`src/rtl/pin_pattern_gen.sv`:
```
// Bring-up pin exerciser: drives a WIDTH-bit bus with one of four deterministic
// patterns (rule-30 CA, walking one, Gray count, checkerboard) at a prescaled rate.
module pin_pattern_gen #(
    parameter int WIDTH     = 110,
    parameter int LOG2DELAY = 22,
    parameter int SEED_BIT  = 28
) (
    input  logic             pclk,
    input  logic             rst,
    input  logic [1:0]       mode,
    input  logic             pause,
    input  logic             step,
    output logic [WIDTH-1:0] D,
    output logic             tick,
    output logic [1:0]       mode_active
);

    localparam logic [1:0] MODE_CA   = 2'd0;
    localparam logic [1:0] MODE_WALK = 2'd1;
    localparam logic [1:0] MODE_GRAY = 2'd2;
    localparam logic [1:0] MODE_CHK  = 2'd3;

    logic [WIDTH-1:0]     d_q, d_d;
    logic [WIDTH-1:0]     gray_q, gray_d;
    logic [LOG2DELAY-1:0] presc_q, presc_d;
    logic                 tick_q, tick_d;
    logic [1:0]           mode_q, mode_d;

    logic [WIDTH-1:0] ca_next, walk_next, gray_inc;
    logic [WIDTH-1:0] ca_seed, walk_seed, chk_seed;
    logic             adv;

    // Rule 30 on a ring: neighbour indices wrap at both ends.
    for (genvar gi = 0; gi < WIDTH; gi++) begin : g_bits
        assign ca_next[gi]   = d_q[(gi + 1) % WIDTH] ^ (d_q[gi] | d_q[(gi + WIDTH - 1) % WIDTH]);
        assign ca_seed[gi]   = (gi == SEED_BIT);
        assign walk_seed[gi] = (gi == 0);
        assign chk_seed[gi]  = ((gi % 2) == 0);
    end

    assign walk_next = {d_q[WIDTH-2:0], d_q[WIDTH-1]};
    assign gray_inc  = gray_q + WIDTH'(1);
    assign adv       = (!pause && (presc_q == {LOG2DELAY{1'b1}})) || (pause && step);

    always_comb begin
        d_d     = d_q;
        gray_d  = gray_q;
        presc_d = presc_q;
        tick_d  = 1'b0;
        mode_d  = mode_q;
        if (mode != mode_q) begin
            // Mode switch wins over a coincident advance; that advance is lost.
            mode_d  = mode;
            presc_d = '0;
            gray_d  = '0;
            case (mode)
                MODE_CA:   d_d = ca_seed;
                MODE_WALK: d_d = walk_seed;
                MODE_GRAY: d_d = '0;
                default:   d_d = chk_seed;
            endcase
        end else begin
            if (!pause) begin
                presc_d = presc_q + LOG2DELAY'(1);
            end
            if (adv) begin
                tick_d = 1'b1;
                case (mode_q)
                    MODE_CA:   d_d = ca_next;
                    MODE_WALK: d_d = walk_next;
                    MODE_GRAY: begin
                        gray_d = gray_inc;
                        d_d    = gray_inc ^ (gray_inc >> 1);
                    end
                    MODE_CHK:  d_d = ~d_q;
                    default:   d_d = d_q;
                endcase
            end
        end
    end

    always_ff @(posedge pclk or posedge rst) begin
        if (rst) begin
            d_q     <= ca_seed;
            gray_q  <= '0;
            presc_q <= '0;
            tick_q  <= 1'b0;
            mode_q  <= MODE_CA;
        end else begin
            d_q     <= d_d;
            gray_q  <= gray_d;
            presc_q <= presc_d;
            tick_q  <= tick_d;
            mode_q  <= mode_d;
        end
    end

    assign D           = d_q;
    assign tick        = tick_q;
    assign mode_active = mode_q;

endmodule
```
`config.mk`:
```
export PLATFORM = sky130hd
export DESIGN_NAME = pin_pattern_gen
export DESIGN_NICKNAME = d
export VERILOG_FILES = /design/src/rtl/pin_pattern_gen.sv
export SDC_FILE = /design/constraint.sdc
export NUM_CORES = 1
export LEC_CHECK = 0
export CAP_MARGIN = 25
export CORE_MARGIN = 2
export CORE_UTILIZATION = 40
export CTS_CLUSTER_DIAMETER = 40
export DETAILED_ROUTE_END_ITERATION = 10
export HOLD_SLACK_MARGIN = 0.06
export PLACE_DENSITY = 0.59
export SLEW_MARGIN = 30
export SYNTH_ARGS = -nofsm -noshare
export SYNTH_HDL_FRONTEND = slang
export SYNTH_SLANG_ARGS = --single-unit
```
`constraint.sdc`:
```
create_clock -name pclk -period 9.4 [get_ports pclk]
set_clock_uncertainty 0.05 [all_clocks]
set_input_delay 1.88 -clock pclk [delete_from_list [all_inputs] [get_ports pclk]]
set_output_delay 1.88 -clock pclk [all_outputs]
set_load 0.02 [all_outputs]
```
==> reports/metrics.cfg <==
[run_status]
status = finished clean

[cells_and_area]
final_net_count = 2324
drive_above_1_share_pct = 6.88
area_delta_synth_final_pct = 16.1
final_common_cell = nand2_1
filler_cell_count = 4521
final_cell_area_um2 = 21700
antenna-diode-count = 0
finalNonFillerCells = 2962
most-common-layout-cells = 330 x nand2_1, 246 x o21ai_0, 242 x dfrtp_1
final_core_util_pct = 46.9

[setup_path]
timing.rr.end = D[103]
data_required_time_of_the_worst_path_ns = 9.88
setup.worst_path.start_class = input port
crit-reg2reg-launch = gray_q[0]
setup.worst_path.end_class = register
critical_path_class = in2reg
crit_fanout = 49
setup.reg_to_reg.worst_slack_ns = 5.19
cp_cell_sequence = clkdlybuf4s50_1 -> and3b_1 -> nand3_1 -> o31ai_4 -> buf_4 -> nand2_2 -> inv_2 -> nand2_1 -> buf_4 -> nor2_1 -> o21ai_0 -> nand2_1
worstRegToRegCells = 9
slowest_stage_cell_crit_path = inv_2
critPathArrivalTime_ns = 5.38
max_stage_delay_ns = 0.58

[detailed_routing]
vias_per_cell = 6.13
drtAntennaViolNets = 0
totalWireLength_um = 62100
remaining_design_rule_violation_count = 0
routed-via-count = 18159
detailedRoute.firstIterationViolations = 1925
wl_per_cell_um = 21.0
dr.pass1.iters = 6

[synth]
synthesis.instances = 2394
synth-edff-count = 0
yosys.cell_types.count = 76
yosysWarnings = 0
synthesis.area_um2 = 18700
largest_family_of_logic_cells_by_synthesized_area = compound AO/OA/AOI/OAI gates
syn-num-nets = 2404
synth_fa_ha_area_share_pct = 0.267
yosysSeqAreaShare_pct = 32.7
synth_mux_area_share_pct = 0.688
post_synth_and_or_nand_nor_area_fraction_pct = 21.9
postSynthRegisterBits = 245
synth.avg_cell_area_um2 = 7.82
synth_compound_gate_area_share_pct = 24.0
yosys.area_share.xor_xnor_pct = 14.1
synth-main-ff-cell = dfrtp_1
postSynth.asyncResetShare_pct = 100

[die]
initial_core_util_pct = 40.4
fp.dieH_um = 220
placeableCoreArea_um2 = 46400
num_rows = 79
pin_count = 119
total_die_area_um2 = 48600
floorplan.die.width_um = 220

[global_route]
groute.usage.overall_pct = 25.4
grt_antenna_before_repair = 0
grt_pass1_wl_um = 96900
grt_start_max_net_pins = 139
grt_pass1_vias = 16182
gr-total-overflow = 0

[placement]
half_perimeter_wire_length_of_the_detailed_placement_result_um = 41000
dpl-instance-area_um2 = 19800
dp_worst_setup_slack_ns = 3.94
gp_routability_congestion = 0.930
io_buffer_count = 118
place.detailed.instances = 2868

[clock_network]
cts_post_setup_buffers_inserted = 0
clock_tree.root_cell = clkbuf_16
max-clock-path-buffers = 3
cts.sinks = 245
cts.reportedPaths.clkPinSlew_ns = 0.05
post_cts_gate_resize_count = 0
hold_buffers = 0
htree_levels = 2
tritoncts = built
clkLatencyLatePin_ns = 0.60
cts_inserted_buffers = 51

[pwr]
peakVddDrop_mv = 0.148
power-per-cell-area_nw_per_um2 = 168
fin_total_pwr_mw = 3.65
total_leakage_power_nw = 7.69

[timing]
slew_headroom_pct = 34.7
achievable-frequency_mhz = 204
report.final.slew_viol_count = 0
final_period_minus_worst_setup_slack_ns = 4.90
worstMarginPinSlew_ns = 0.977
setup_slack_ns = 4.50
setup_repair_after_global_routing_missed_its_margin = no
timing.final.crit_share_pct = 52.1
fin_worst_hold_slack_ns = 0.447
setup_viol = 0
finalHoldViolations = 0
setup_total_negative_slack_ns = 0

[min_path]
timing.hold.worst.class = reg2reg
hold-path-cell-count = 2
worstHoldStart = gray_q[109]
timing.hold.worst_endpoint = gray_q[109]

[flow_run]
drv.max_cap_violation_count = 0

## worst max path at each step
stage,from,end,slack [ns],cells after the start
after CTS,pause,gray_q[74],4.58,12
after detailed placement,pause,gray_q[63],3.94,9
after global routing,pause,gray_q[74],4.27,12
final,pause,gray_q[74],4.50,12
after global placement,pause,gray_q[74],3.97,12
after floorplan,rst,D[0],0.74,1
## cell usage after synthesis (7+ instances only)
| library cell | count | area, µm² |
|---|---|---|
| a211oi_1 | 10 | 75.1 |
| a21oi_1 | 118 | 591 |
| a221o_1 | 9 | 90.1 |
| a221oi_1 | 56 | 490 |
| a22oi_1 | 16 | 120 |
| a31oi_1 | 10 | 62.6 |
| a32o_1 | 16 | 160 |
| and3_1 | 14 | 87.6 |
| and4_1 | 17 | 149 |
| buf_1 | 71 | 267 |
| buf_2 | 24 | 120 |
| clkbuf_1 | 171 | 642 |
| dfrtp_1 | 244 | 6110 |
| inv_1 | 29 | 109 |
| nand2_1 | 333 | 1250 |
| nand2b_1 | 9 | 56.3 |
| nand3_1 | 65 | 325 |
| nand4_1 | 51 | 319 |
| nor2_1 | 187 | 702 |
| nor3_1 | 48 | 240 |
| nor4_1 | 37 | 231 |
| o211ai_1 | 92 | 691 |
| o21ai_0 | 246 | 1230 |
| o221ai_1 | 8 | 70.1 |
| o31ai_1 | 77 | 578 |
| or2_2 | 7 | 43.8 |
| or3_1 | 18 | 113 |
| or4_1 | 9 | 67.6 |
| xnor2_1 | 170 | 1490 |
| xor2_1 | 115 | 1010 |
## logic make-up (layout without fill, tap and decap cells)
group | count (synthesis) | in the layout
AOI/OAI and AO/OA | 698 | 698
xor gates and xnor gates | 292 | 292
adders and majority gates | 4 | 4
buffers and inverters | 302 | 263
DFF | 245 | 245
muxes | 9 | 9
and+or+nand+nor | 844 | 844
## sequential cells by signal, indices dropped and copies added (netlist names)
| name | count |
|---|---|
| D | 110 |
| gray_q | 110 |
| tick | 1 |
| mode_active | 2 |
| presc_q | 22 |
## power by group
group	internal (mW)	total (mW)	leakage [nW]	switching (mW)
Clock	1.36	2.01	0.915	0.657
Combinational	0.165	0.443	3.43	0.279
Sequential	1.09	1.20	3.35	0.103
Total	2.62	3.65	7.69	1.04
## worst max-delay path, delay by kind of cell
| kind | cells | cell delay, ns |
|---|---|---|
| AOI/OAI and AO/OA | 2 | 0.30 |
| buffers and inverters | 4 | 1.82 |
| and+or+nand+nor | 6 | 1.29 |
## metal layers
metal	part of all wire, %	global-route usage (%)	wire length (µm)	vias to the layer above
li1	-	-	-	8444
met1	46	37.6	28800	8859
met2	44	37.6	27100	756
met3	7.2	3.75	4500	100
met4	2.7	8.43	1680	0
met5	0	0	0	-
## area by class of cell
| type | instances | area (µm²) | area share (%) |
|---|---|---|---|
| clock inverter | 30 | 499 | 2.30 |
| tap | 607 | 759 | 3.49 |
| sequential | 245 | 6140 | 28.2 |
| clock buffer | 64 | 1400 | 6.42 |
| timing repair buffer | 139 | 1350 | 6.22 |
| inverter | 30 | 121 | 0.558 |
| multi-input combinational | 1847 | 11500 | 52.8 |
Power figures use the tool's default switching activity.
